--- src/rtl/line_xfer_ctrl.sv ---
// Moves whole lines between the 32-entry line array and pmem: fill, write-back, flush-all.
// Latency: fill done 3 cycles after accept at zero wait; write-back/flush 2 cycles per entry.
// Backpressure: req_ready only in IDLE; pmem waits stretch WAIT states until pmem_resp.
module line_xfer_ctrl #(
    parameter int WIDTH    = 128,
    parameter int IDX_BITS = 5,
    parameter int ADDR_W   = 16
) (
    input  logic                clk,
    input  logic                reset_n,
    input  logic                req_valid,
    input  logic [1:0]          req_op,
    input  logic [ADDR_W-1:0]   req_addr,
    output logic                req_ready,
    output logic                busy,
    output logic                done,
    output logic                arr_write,
    output logic [IDX_BITS-1:0] arr_index,
    output logic [WIDTH-1:0]    arr_datain,
    input  logic [WIDTH-1:0]    arr_dataout,
    output logic                pmem_read,
    output logic                pmem_write,
    output logic [ADDR_W-1:0]   pmem_address,
    output logic [WIDTH-1:0]    pmem_wdata,
    input  logic [WIDTH-1:0]    pmem_rdata,
    input  logic                pmem_resp
);

    localparam int TAG_W = ADDR_W - IDX_BITS - 4;

    localparam logic [1:0] OP_FILL  = 2'b00;
    localparam logic [1:0] OP_WB    = 2'b01;
    localparam logic [1:0] OP_FLUSH = 2'b10;

    typedef enum logic [2:0] {
        IDLE,
        WB_LATCH,
        WB_WAIT,
        FILL_WAIT,
        FILL_WR,
        DONE
    } state_t;

    state_t              state, state_nxt;
    logic [1:0]          op_q;
    logic [TAG_W-1:0]    tag_q;
    logic [IDX_BITS-1:0] idx_q;      // also the flush walk counter
    logic [WIDTH-1:0]    wdata_q;
    logic [WIDTH-1:0]    fill_q;
    logic                accept;
    logic                last_idx;
    logic                addr_offset_unused;

    // byte offset within a line never reaches memory; addresses are line aligned
    assign addr_offset_unused = ^req_addr[3:0];

    assign accept       = req_valid && (state == IDLE);
    assign last_idx     = (idx_q == {IDX_BITS{1'b1}});
    assign arr_index    = idx_q;
    assign arr_datain   = fill_q;
    assign pmem_wdata   = wdata_q;
    assign pmem_address = {tag_q, idx_q, 4'b0000};

    // state register
    always_ff @(posedge clk) begin
        if (!reset_n) state <= IDLE;
        else          state <= state_nxt;
    end

    // next-state and strobe decode
    always_comb begin
        state_nxt  = state;
        req_ready  = 1'b0;
        busy       = 1'b1;
        done       = 1'b0;
        arr_write  = 1'b0;
        pmem_read  = 1'b0;
        pmem_write = 1'b0;
        case (state)
            IDLE: begin
                req_ready = 1'b1;
                busy      = 1'b0;
                if (req_valid) begin
                    case (req_op)
                        OP_FILL:  state_nxt = FILL_WAIT;
                        OP_WB:    state_nxt = WB_LATCH;
                        OP_FLUSH: state_nxt = WB_LATCH;
                        default:  state_nxt = DONE;
                    endcase
                end
            end
            WB_LATCH: state_nxt = WB_WAIT;
            WB_WAIT: begin
                pmem_write = 1'b1;
                if (pmem_resp) begin
                    if (op_q == OP_FLUSH && !last_idx) state_nxt = WB_LATCH;
                    else                               state_nxt = DONE;
                end
            end
            FILL_WAIT: begin
                pmem_read = 1'b1;
                if (pmem_resp) state_nxt = FILL_WR;
            end
            FILL_WR: begin
                arr_write = 1'b1;
                state_nxt = DONE;
            end
            DONE: begin
                done      = 1'b1;
                state_nxt = IDLE;
            end
            default: begin
                busy      = 1'b0;
                state_nxt = IDLE;
            end
        endcase
    end

    // request capture, line data capture and flush index advance
    always_ff @(posedge clk) begin
        if (!reset_n) begin
            op_q    <= '0;
            tag_q   <= '0;
            idx_q   <= '0;
            wdata_q <= '0;
            fill_q  <= '0;
        end else begin
            if (accept) begin
                op_q  <= req_op;
                tag_q <= req_addr[ADDR_W-1:ADDR_W-TAG_W];
                idx_q <= (req_op == OP_FLUSH) ? '0 : req_addr[IDX_BITS+3:4];
            end
            if (state == WB_LATCH)
                wdata_q <= arr_dataout;
            if (state == FILL_WAIT && pmem_resp)
                fill_q <= pmem_rdata;
            if (state == WB_WAIT && pmem_resp && op_q == OP_FLUSH && !last_idx)
                idx_q <= idx_q + IDX_BITS'(1);
        end
    end

endmodule
--- config.mk ---
export PLATFORM = sky130hd
export DESIGN_NAME = line_xfer_ctrl
export DESIGN_NICKNAME = d
export VERILOG_FILES = /design/src/rtl/line_xfer_ctrl.sv
export SDC_FILE = /design/constraint.sdc
export NUM_CORES = 1
export LEC_CHECK = 0
export ABC_AREA = 1
export BUFFER_PORTS_ARGS = -buffer_cell sky130_fd_sc_hd__buf_4
export CORE_AREA = 2 2 218 220
export DETAILED_ROUTE_END_ITERATION = 12
export DIE_AREA = 0 0 220 222
export PLACE_DENSITY = 0.44
export SETUP_SLACK_MARGIN = 0.4
export SLEW_MARGIN = 0
export SYNTH_ARGS = -nofsm -noshare
export SYNTH_HDL_FRONTEND = slang
export SYNTH_SLANG_ARGS = --single-unit
export TNS_END_PERCENT = 30
--- constraint.sdc ---
create_clock -name clk -period 2.58 [get_ports clk]
set_clock_uncertainty 0.2 [all_clocks]
set_input_delay 0.516 -clock clk [delete_from_list [all_inputs] [get_ports clk]]
set_output_delay 0.516 -clock clk [all_outputs]
set_load 0.02 [all_outputs]
==> results.json, run 1 <==
{
  "outcome": "completed",
  "avgSynthCellArea_um2": 7.91,
  "worst_slack_ns": 0.419,
  "core_mm2": 0.0463,
  "synthCells": 1287,
  "cp_slowest_cell": "dfxtp_2",
  "io_pins": 561,
  "hold_violations": 0,
  "fmax_mhz": 463,
  "synth.mux.area_fraction_pct": 0,
  "yosys.area_share.simple_pct": 24.7,
  "cts_buffer_depth": 3,
  "fin_area_mm2": 0.0162,
  "die-height_um": 222,
  "synth_most_common_cell": "nand2_1",
  "async_reset_ff_share_pct": 0,
  "finalNetCount": 2075,
  "overflow": 0,
  "worstReg2RegStart": "arr_index[0]",
  "rr_endpoint": "arr_index[3]",
  "clock_latency_ns": 0.52,
  "irDropWorstVdd_v": 0.000480,
  "yosysWarnings": 0,
  "drt_iter0_drc": 562,
  "rows": 79,
  "setup.worst_path.class": "register to output port",
  "synthTopCellsByCount": "nand2_1, dfxtp_1, a21oi_1, nand3_1, clkbuf_1",
  "place_area_mm2": 0.0148,
  "hpwl_mm": 29.5,
  "final_layout_size_suffix_gt1_share_pct": 36.1,
  "synth-edff-count": 0,
  "power_density_mw_per_mm2": 971,
  "path_clk_slew_ns": 0.06,
  "synthFlopType": "dfxtp_1",
  "min_period_ns": 2.16,
  "tightestPinTransition_ns": 0.571,
  "antenna_found_initial": 3,
  "start_kind": "register",
  "place.gp.congestion": 0.793,
  "num_vias": 10814,
  "syn2layout_area_growth_pct": 58.7,
  "synth_xor_area_share_pct": 0.172,
  "cts_made_buffers": 34,
  "grt_pass1_wl_mm": 63.2,
  "cp.arrival_ns": 1.45,
  "globalRouteTotalUtil_pct": 16.6,
  "die_w_um": 220,
  "cts_root_buf": "clkbuf_16",
  "vias_per_cell": 4.46,
  "endpoint_kind": "output port",
  "rsz0062_at_grt": "true",
  "ys_seq_area_share_pct": 53.7,
  "die_area_mm2": 0.0488,
  "yosys.area.top_type": "dfxtp_1",
  "fin_crit_sh_pct": 83.8,
  "yosys.area_share.adder_pct": 0.246,
  "cp-startpoint": "state[2]",
  "synth.distinct_cells": 23,
  "htree_levels": 2,
  "synth_top_family_by_area": "simple AND/OR/NAND/NOR gates",
  "path_cells": "inv_4, buf_8, nor3_4, buf_6",
  "cpPeakStageDelay_ns": 0.35,
  "crit_path_end": "done",
  "cellLeakagePower_nw": 6.86,
  "grt_pass1_vias": 10318,
  "io_buffers": 552,
  "synth-seq-cells": 273,
  "wirelength_mm": 42.7,
  "slew_viol_final": 0,
  "synth-compound-area-share_pct": 13.9,
  "cts_sinks": 273,
  "setup-violations-final": 0,
  "hold_class": "input pin to register",
  "synth_top_area_share_pct": 53.7,
  "worstPathRequired_ns": 1.86,
  "cts_tree": "done",
  "setup_tns_ns": 0,
  "dr.pass1.iters": 4,
  "wl_per_cell_um": 17.6,
  "r2r_slack_ns": 0.51,
  "grt_max_degree": 110,
  "maxCapViolations": 0,
  "r2r_cells": 11,
  "ant_nets": 0,
  "slew-limit-headroom_pct": 62.0,
  "preCtsSetupSlack_ns": 0.458,
  "yosys-top-cells-area": "dfxtp_1, a21oi_1, nand3_1",
  "synth_area_mm2": 0.0102,
  "drc": 0,
  "crit_fanout": 25,
  "initial_core_util_pct": 22.0
}
-- worst min path at each step --
stage,start,endpoint,slack (ns),cells after the start
6_report,req_addr[12],tag_q[3],0.04,3
5_1_grt,arr_dataout[69],pmem_wdata[69],0.03,3
4_1_cts,req_addr[12],tag_q[3],0.004,3
3_5_place_dp,pmem_wdata[57],pmem_wdata[57],0.25,2
3_3_place_gp,pmem_wdata[82],pmem_wdata[82],0.25,2
2_1_floorplan,op_q[0],op_q[0],0.24,2
-- report_power, final --
part	internal [W]	leakage [nW]	switching, W	total [W]
clock network	0.00299	0.554	0.00188	0.00486
logic	0.00209	4.09	0.00340	0.00549
registers	0.00493	2.22	0.000405	0.00533
-- critical path: cells and delay by family, from the launching register on --
family	cells	cell delay (ns)
buffers and inverters	3	0.38
flip-flops	1	0.35
AND/OR/NAND/NOR	1	0.19
-- stage by stage --
| step | total power (W) | std cells | util [%] | hold WS, ns |
|---|---|---|---|---|
| global placement | 0.0108 | 2348 | 32.0 | 0.249 |
| global route | 0.0167 | 2426 | 34.9 | 0.0310 |
| floorplan | 0.00846 | 1290 | - | 0.244 |
| CTS | 0.0160 | 2417 | 34.8 | 0.00441 |
| detailed placement | 0.0108 | 2348 | 32.0 | 0.252 |
| finish | 0.0157 | 2426 | 34.9 | 0.0385 |
-- flip-flops by register name, indices dropped and copies added (netlist names) --
name        flops
state           3
arr_index       5
op_q            2
tag_q           7
arr_datain    128
pmem_wdata    128
-- final cells by class --
class,count,area (µm²)
Multi-Input combinational cell,869,4060
Clock inverter,9,120
Timing Repair Buffer,593,4640
Sequential cell,273,5470
Fill cell,4881,30100
Clock buffer,49,1000
Antenna cell,2,5.00
Tap cell,607,759
Inverter,24,100
-- metal layers --
layer	GRT usage (%)	share of wire [%]	up-vias
met1	19.7	40	5018
met3	7.27	11	40
met2	26.9	47	416
met4	5.04	1.8	2
li1	-	-	5338
met5	0	0.030	-
-- cells in the final DEF, fill, tap and decap left out, types with 2 or more instances in the layout --
cell / n
dfxtp_1: 270
clkbuf_16: 37
clkinv_2: 6
bufinv_16: 3
nand2_4: 3
nand3_1: 265
diode_2: 2
dlygate4sd3_1: 6
inv_1: 19
buf_12: 12
ha_1: 2
nor2_4: 4
nor2_1: 24
inv_2: 3
o21ai_0: 16
nand2_1: 277
buf_6: 5
buf_4: 569
a21oi_1: 265
clkbuf_8: 3
dfxtp_2: 2
conb_1: 4
clkbuf_1: 9
-- logic make-up (layout without fill, tap and decap cells) --
kind of cell               count (synthesis)  count (layout)
other                                      1               6
xor gates and xnor gates                   2               2
and+or+nand+nor                          578             578
adders and majority gates                  2               2
DFF                                      273             273
AOI/OAI and AO/OA                        283             283
buffers and inverters                    148             675
-- what timing repair did --
item	CTS	global route
pin swaps	1	0
gates cloned	0	0
endpoints found under the setup margin	5	10
endpoints found under the hold margin	6	0
buffers inserted	5	7
resized for setup	16	4
hold buffers	6	0
(Power assumes the default switching activity.)
==> run 2, diff against run 1 <==
Settings changed: ABC_AREA 1 to 0, CORE_AREA 2 2 218 220 to 2 2 221 223, DIE_AREA 0 0 220 222 to 0 0 223 225.
Clock period 2.58 ns to 2.1 ns, I/O delays scaled along.
==> run 2 against run 1 <==
Clock power is 17% higher. Combinational power is 18% lower. Setup slack worse by 0.37 ns. Critical path depth is 2 higher. Worst hold slack better by 0.050 ns. First-iteration DRC count is 26% lower. Highest routed layer is now met4.
==> results.json, run 2 <==
{
  "cts_made_buffers": 35,
  "avgSynthCellArea_um2": 8.46,
  "synth_area_mm2": 0.0104,
  "cts_sinks": 273,
  "preCtsSetupSlack_ns": 0.0281,
  "cts_root_buf": "clkbuf_16",
  "final_common_cell": "buf_4",
  "async_reset_ff_share_pct": 0,
  "htree_levels": 2,
  "rows": 80,
  "overflow": 0,
  "slew_viol_final": 0,
  "synth.distinct_cells": 41,
  "power_density_mw_per_mm2": 696,
  "num_vias": 11905,
  "fin_crit_sh_pct": 97.5,
  "vias_per_cell": 4.29,
  "final_cell_mix": "buf_4, nand2_1, dlygate4sd3_1",
  "setup_tns_ns": 0,
  "syn2layout_area_growth_pct": 120,
  "cts_tree": "done",
  "fmax_mhz": 488,
  "worstPathRequired_ns": 2.31,
  "core_mm2": 0.0475,
  "die_area_mm2": 0.0502,
  "min_period_ns": 2.05,
  "finalNetCount": 2419,
  "ant_nets": 0,
  "wirelength_mm": 50.1,
  "register_area_mm2": 0.00549,
  "crit_fanout": 3,
  "fin_cells": 2774,
  "clock_latency_ns": 0.54,
  "start_kind": "register",
  "hold_class": "input pin to register",
  "synth-edff-count": 0,
  "multiInputGateArea_mm2": 0.00615,
  "synthFlopType": "dfxtp_1",
  "nFillCells": 4456,
  "die-height_um": 225,
  "die_w_um": 223,
  "synth-seq-cells": 273,
  "drc": 0,
  "place.gp.congestion": 0.785,
  "synthCells": 1235,
  "cts_buffer_depth": 3,
  "wl_per_cell_um": 18.1,
  "synth_top_area_share_pct": 52.3,
  "maxCapViolations": 0,
  "outcome": "completed",
  "dr.pass1.iters": 5,
  "worst_slack_ns": 0.0516,
  "synthTopCellsByCount": "nand2_1, dfxtp_1, a21boi_0, buf_2, a21boi_1",
  "yosys.area.top_type": "dfxtp_1",
  "hold_path_depth": 4,
  "antenna_found_initial": 1,
  "r2r_cells": 6,
  "hold_violations": 0,
  "setup-violations-final": 0,
  "yosys-top-cells-area": "dfxtp_1, nand2_1, a21boi_0",
  "yosysWarnings": 0,
  "drt_iter0_drc": 416,
  "grt_pass1_wl_mm": 68.7,
  "synth_most_common_cell": "nand2_1",
  "path_clk_slew_ns": 0.06,
  "initial_core_util_pct": 22.0,
  "io_pins": 561,
  "hpwl_mm": 29.7,
  "place_inst": 2338,
  "io_buffers": 552,
  "cp.arrival_ns": 2.26,
  "globalRouteTotalUtil_pct": 17.7,
  "grt_max_degree": 69,
  "grt_pass1_vias": 11810,
  "cellLeakagePower_nw": 9.73,
  "final_layout_size_suffix_gt1_share_pct": 49.8,
  "ys_seq_area_share_pct": 52.3,
  "rsz0062_at_grt": "true",
  "endpoint_kind": "register",
  "irDropWorstVdd_v": 0.000493,
  "setup.worst_path.class": "register to register"
}
## run 2: changes by cell type after synthesis, sizes merged, moves of 6 or more
cell    change
a21boi    +265
a21oi     -262
clkbuf     -21
inv        -19
nand2     +249
nand3     -261
nand4       +6
nor2       -24
o21ai      -16
## run 2: worst max-delay path: stages, from the launching register on
cell and delay, ns:
dfxtp_4 0.35, ha_4 0.16, and3_4 0.18, ha_4 0.15, or4b_4 0.50, o211ai_1 0.23
o221ai_1 0.14
## run 2: final cells by class
type                    instances  share of cell area (%)
diodes                          1                  0.0109
clock buffers                  52                    4.50
clock inverters                 4                  0.0981
inverters                       5                  0.0817
multi-input cells             857                    26.8
flip-flops and latches        273                    23.9
well taps                     615                    3.35
repair buffers                967                    41.3
## run 2: per-layer routing
metal / vias up / track usage [%] / routed length (µm)
met1: 5617 / 20.8 / 20800
li1: 5828 / - / -
met5: - / 0 / 0
met3: 101 / 3.32 / 2360
met4: 0 / 8.05 / 1950
met2: 359 / 31.2 / 25000
## run 2: path summary, 6_finish.rpt
| check | from | endpoint | slack (ns) |
|---|---|---|---|
| min reg2reg | pmem_wdata[78] | pmem_wdata[78] | 0.25 |
| max | arr_index[0] | arr_index[1] | 0.05 |
| min | pmem_resp | state[1] | 0.09 |
| max reg2reg | arr_index[0] | arr_index[1] | 0.05 |
## run 2: stage by stage
| step | utilization (%) | total power (W) | hold WS [ns] | cell area, µm² |
|---|---|---|---|---|
| 6_report | 48.3 | 0.0160 | 0.0886 | 23000 |
| 2_1_floorplan | - | 0.00703 | 0.247 | 10500 |
| 3_5_place_dp | 32.3 | 0.00833 | 0.246 | 15300 |
| 4_1_cts | 43.3 | 0.0151 | 0.0233 | 20600 |
| 5_1_grt | 48.3 | 0.0166 | 0.0909 | 23000 |
| 3_3_place_gp | 32.3 | 0.00831 | 0.240 | 15300 |
## run 2: where the power goes
group          internal [W]  switching [W]  total, W
clock               0.00337        0.00234   0.00571
sequential          0.00549       0.000256   0.00575
combinational       0.00242        0.00209   0.00451
## run 2: cells by family (layout without fill, tap and decap cells)
kind of cell / Yosys count / in the layout / synth area share, %
flops: 273 / 273 / 52.3
buf+inv: 109 / 1028 / 5.27
simple gates: 570 / 571 / 22.0
compound gates: 279 / 279 / 20.1
other cells: 1 / 5 / 0.0359
fa+ha+maj: 2 / 2 / 0.240
xor+xnor: 1 / 1 / 0.0839
## run 2: timing repair
| item | 4_1_cts | 5_1_grt |
|---|---|---|
| pin swaps | 72 | 311 |
| buffers inserted | 41 | 21 |
| hold buffers | 269 | 1 |
| setup endpoints to repair | 269 | 321 |
| gates cloned | 25 | 22 |
| gates resized for setup | 180 | 542 |
| hold endpoints to repair | 270 | 1 |
